$ cat config.mk
export PLATFORM = sky130hd
export DESIGN_NAME = if_prefetch
export DESIGN_NICKNAME = d
export VERILOG_FILES = /design/src/rtl/if_prefetch.sv
export SDC_FILE = /design/constraint.sdc
export NUM_CORES = 1
export LEC_CHECK = 0
export CAP_MARGIN = 20
export CORE_MARGIN = 3
export CORE_UTILIZATION = 55
export CTS_CLUSTER_SIZE = 8
export DETAILED_ROUTE_END_ITERATION = 7
export DONT_BUFFER_PORTS = 1
export PLACE_DENSITY_LB_ADDON = 0.05
export SLEW_MARGIN = 15
export SYNTH_ARGS = -nofsm -noshare
export SYNTH_HDL_FRONTEND = slang
export SYNTH_SLANG_ARGS = --single-unit
$ cat constraint.sdc
create_clock -name clk -period 3.2 [get_ports clk]
set_input_delay 0.64 -clock clk [delete_from_list [all_inputs] [get_ports clk]]
set_output_delay 0.64 -clock clk [all_outputs]
set_load 0.01 [all_outputs]
$ cat src/rtl/if_prefetch.sv
// Instruction-fetch stage with a prefetch queue.
// Issues sequential word fetches to a 1-cycle-latency instruction memory,
// buffers up to DEPTH {pc, inst} pairs and hands them to decode through a
// show-ahead valid/ready head. Branch and exception redirects flush the
// queue and drop the response of the fetch that is in flight.
//
// Handshake: the head entry transfers on a rising edge where inst_valid and
// inst_ready are both high; inst_valid never depends on inst_ready, and the
// head (inst_out/pc_out) stays stable while inst_valid is high and
// inst_ready is low. In a redirect cycle inst_ready is ignored.
module if_prefetch #(
    parameter int                 ADDR_W     = 32,
    parameter int                 DATA_W     = 32,
    parameter int                 DEPTH      = 4,
    parameter logic [ADDR_W-1:0]  RESET_PC   = 32'h0000_0000,
    parameter logic [ADDR_W-1:0]  EXC_VECTOR = 32'h8000_0180
) (
    input  logic                         clk,
    input  logic                         rst_n,
    input  logic                         br,
    input  logic [ADDR_W-1:0]            br_target,
    input  logic                         except,
    output logic                         imem_req,
    output logic [ADDR_W-1:0]            imem_addr,
    input  logic [DATA_W-1:0]            imem_rdata,
    output logic                         inst_valid,
    output logic [DATA_W-1:0]            inst_out,
    output logic [ADDR_W-1:0]            pc_out,
    input  logic                         inst_ready,
    output logic [$clog2(DEPTH+1)-1:0]   count
);

    localparam int PW = $clog2(DEPTH);
    localparam int CW = $clog2(DEPTH+1);

    logic [ADDR_W-1:0] fpc;
    logic              inflight;
    logic [ADDR_W-1:0] inflight_pc;
    logic [ADDR_W-1:0] pc_mem   [DEPTH];
    logic [DATA_W-1:0] inst_mem [DEPTH];
    logic [PW-1:0]     rd_ptr;
    logic [PW-1:0]     wr_ptr;
    logic [CW-1:0]     count_q;

    logic              redirect;
    logic [ADDR_W-1:0] target;
    logic [CW:0]       slots_used;
    logic              push;
    logic              pop;

    // Redirect decode, slot reservation and handshake qualifiers.
    always_comb begin
        redirect   = except | br;
        target     = except ? EXC_VECTOR : {br_target[ADDR_W-1:2], 2'b00};
        // Entries held plus the one response still on its way: reserving the
        // slot at request time means a push never finds the queue full.
        slots_used = {1'b0, count_q} + {{CW{1'b0}}, inflight};
        imem_req   = rst_n & ~redirect & (slots_used < (CW+1)'(DEPTH));
        // A response that lands in a redirect cycle belongs to the old path.
        push       = inflight & ~redirect;
        pop        = inst_valid & inst_ready & ~redirect;
    end

    assign imem_addr  = fpc;
    assign inst_valid = (count_q != '0);
    assign count      = count_q;
    assign inst_out   = inst_mem[rd_ptr];
    assign pc_out     = pc_mem[rd_ptr];

    // Fetch PC and in-flight tracking.
    always_ff @(posedge clk or negedge rst_n) begin
        if (!rst_n) begin
            fpc         <= RESET_PC;
            inflight    <= 1'b0;
            inflight_pc <= '0;
        end else begin
            inflight <= imem_req;
            if (imem_req) begin
                inflight_pc <= fpc;
            end
            if (redirect) begin
                fpc <= target;
            end else if (imem_req) begin
                fpc <= fpc + ADDR_W'(4);
            end
        end
    end

    // Queue pointers and occupancy; a redirect empties the queue outright.
    always_ff @(posedge clk or negedge rst_n) begin
        if (!rst_n) begin
            rd_ptr  <= '0;
            wr_ptr  <= '0;
            count_q <= '0;
        end else if (redirect) begin
            rd_ptr  <= '0;
            wr_ptr  <= '0;
            count_q <= '0;
        end else begin
            if (push) begin
                wr_ptr <= wr_ptr + PW'(1);
            end
            if (pop) begin
                rd_ptr <= rd_ptr + PW'(1);
            end
            case ({push, pop})
                2'b10:   count_q <= count_q + CW'(1);
                2'b01:   count_q <= count_q - CW'(1);
                default: count_q <= count_q;
            endcase
        end
    end

    // Queue storage; cleared on reset so the head never shows X.
    always_ff @(posedge clk or negedge rst_n) begin
        if (!rst_n) begin
            for (int i = 0; i < DEPTH; i++) begin
                pc_mem[i]   <= '0;
                inst_mem[i] <= '0;
            end
        end else if (push) begin
            pc_mem[wr_ptr]   <= inflight_pc;
            inst_mem[wr_ptr] <= imem_rdata;
        end
    end

endmodule

==> out/results.ini <==
[grt]
grt_start_max_net_pins = 320
grt_util_met2_pct = 38.9
antenna_found_initial = 0
grt_overflow = 0
busiest_layer = met2
track_usage_pct = 23.4
use_met3_pct = 6.93
grt_pass1_vias = 9023
grt_pass1_wl_mm = 51.6
grtUsageMet1_pct = 30.4

[floorplanning]
io_pins = 170
start_util_pct = 56.9
die_area_mm2 = 0.0276
rows = 57
dieWidth_um = 166
coreArea_mm2 = 0.0247
die_y_um = 166

[pwr]
ir_worst_vdd_mv = 0.365
finalPower_mw = 9.47
p_clk_share_pct = 44.4
internal_power_mw = 7.34
p_sw_mw = 2.14
p_leak_nw = 7.22
p_seq_share_pct = 47.7
p_sw_share_pct = 22.6
p_per_area_mw_per_mm2 = 601
pwr-share-comb_pct = 7.9

[placement]
place_inst = 1227
port-buffer-count = 0
gp_congestion = 0.879
dp_hpwl_mm = 20.4

[clock_tree]
clk_latency_ns = 0.53
cts_max_path_buffers = 3
post_cts_resized = 0
cts_tree = done
clkTransAtPathRegs_ns = 0.05
ctsRootBufferMaster = clkbuf_16
cts_setup_buffers = 0
cts_buffers = 45
cts.sinks = 316
htreeDepth = 2

[sta]
finalCritPeriodShare_pct = 89.1
setup-tns-final_ns = 0
slew-limit-headroom_pct = 47.7
fin_worst_skew_ns = 0.0164
period_minus_slack_ns = 2.85
tightest_slew_ns = 0.785
slew_viol_final = 0
timing.hold.ws_ns = -0.176
rsz0062_at_grt = no
fmax_mhz = 351
hold_viol_final = 316
finalSetupViolations = 0

[detailed_routing]
vias = 8033
antenna_left = 0
drt_first_pass_iters = 5
wl_per_cell_um = 25.1
via_per_inst = 6.29
routed_wl_mm = 32.1
drc_errors = 0
drt_iter0_drc = 508

[logic_synthesis]
yosysWarnings = 0
syn_avg_cell_area_um2 = 15.0
yosysMostFrequentCell = dfrtp_1
synth_area_leaders = dfrtp_1 (56%), mux2_2 (22%), mux4_2 (9.9%), clkbuf_1 (0.96%), nor2_1 (0.88%)
synth-main-ff-cell = dfrtp_1
synth_cell_types = 51
synth-seq-cells = 316
synth_largest_area_cell = dfrtp_1
postSynthCellCount = 937
synth_area_mm2 = 0.0141
synthTopCellsByCount = dfrtp_1 (316), mux2_2 (277), mux4_2 (62)
synth-edff-count = 0
synth_top_area_share_pct = 56.1
ys_seq_area_share_pct = 56.1
async_flop_share_pct = 100

[layout]
drive_above_1_share_pct = 44.7
syn2layout_area_growth_pct = 11.9
nNetsFinal = 1025
diodes = 0
instances_no_fill = 1277

[setup_path]
rrSetupSlack_ns = 0.84
endpoint_kind = output pin
cp.arrival_ns = 2.21
crit_fanout = 25
rr_worst_depth = 6
start_kind = flop
cp_data_required_time_ns = 2.56
worstSetupPathType = flop to output pin

[flow_run]
cap_viol_max_count = 0

[status]
violations = negative hold slack
outcome = finished, violations left

[worst_hold_path]
holdCritPathClass = input pin to asynchronous set/reset pin

## logic make-up (layout without fill, tap and decap cells)
logic type | count (synthesis) | count (layout) | synth area share [%]
simple gates | 120 | 120 | 4.57
compound gates | 58 | 58 | 2.85
mux | 341 | 341 | 32.2
xor+xnor | 23 | 23 | 1.43
buf+inv | 72 | 85 | 2.19
fa+ha+maj | 6 | 6 | 0.586
flops | 316 | 316 | 56.1
other cells | 1 | 4 | 0.0266
## power groups by stage
stage	Combinational [mW]	Clock, mW	Sequential [mW]
after floorplan	0.641	0	4.48
final	0.752	4.21	4.52
after global routing	0.808	4.47	4.55
after detailed placement	0.761	0	4.58
after global placement	0.732	0	4.54
after CTS	0.766	4.30	4.52
## state kept, by name (all words and copies together) (netlist names)
name and flops:
inflight 1, pc_mem 120, count 3, inflight_pc 30
inst_mem 128, wr_ptr 2, imem_addr 30, rd_ptr 2
## layer usage
layer	part of all wire, %	routed length, um
met5	0	0
met2	50	16100
met3	6.8	2200
met1	41	13200
met4	1.8	592
## metrics by stage
stage / area, um^2 / setup WS (ns) / hold WS, ns / util (%)
2_1_floorplan: 14100 / 0.646 / 0.344 / -
3_3_place_gp: 14500 / 0.885 / 0.353 / 58.8
3_5_place_dp: 14500 / 0.822 / 0.352 / 58.8
4_1_cts: 15800 / 0.306 / -0.197 / 63.7
5_1_grt: 15800 / 0.266 / -0.197 / 63.7
6_report: 15800 / 0.350 / -0.176 / 63.7
## area by class of cell
cell class / instances / area, um^2
Clock inverter: 2 / 38.8
Multi-Input combinational cell: 552 / 5900
Clock buffer: 48 / 1180
Timing Repair Buffer: 27 / 290
Fill cell: 1769 / 8990
Tap cell: 324 / 405
Inverter: 8 / 30.0
Sequential cell: 316 / 7920
## critical path: stages, from the launching register on
cell	delay, ns
dfrtp_4	0.72
buf_12	0.30
mux4_2	0.62
## worst paths after layout
kind | from | endpoint
min in group clk | except | imem_addr[6]
hold / removal | rst_n | inst_mem[103]
setup / recovery | rd_ptr[0] | pc_out[30]
setup reg to reg | count[2] | imem_addr[25]
max in group asynchronous | rst_n | rd_ptr[0]
hold reg to reg | inst_mem[5] | inst_mem[5]
## cells in the final DEF, fill, tap and decap left out, drive strengths merged, types with 2 or more instances in the layout
cell and instances:
mux4 62, or4 2, o31ai 4, and3 8
nand2 28, or3 4, nor2 33, clkbuf 48
a22oi 2, o21a 4, a41o 2, o21ai 8
nand3 15, a21oi 14, ha 5, a32o 2
buf 27, a211oi 10, dfrtp 316, xor2 12
mux2 277, nand4 11, nor3 5, a311oi 3
a221oi 2, nor2b 3, xnor2 11, inv 9
nor4 5, mux2i 2, conb 4
(Power assumes the default switching activity.)
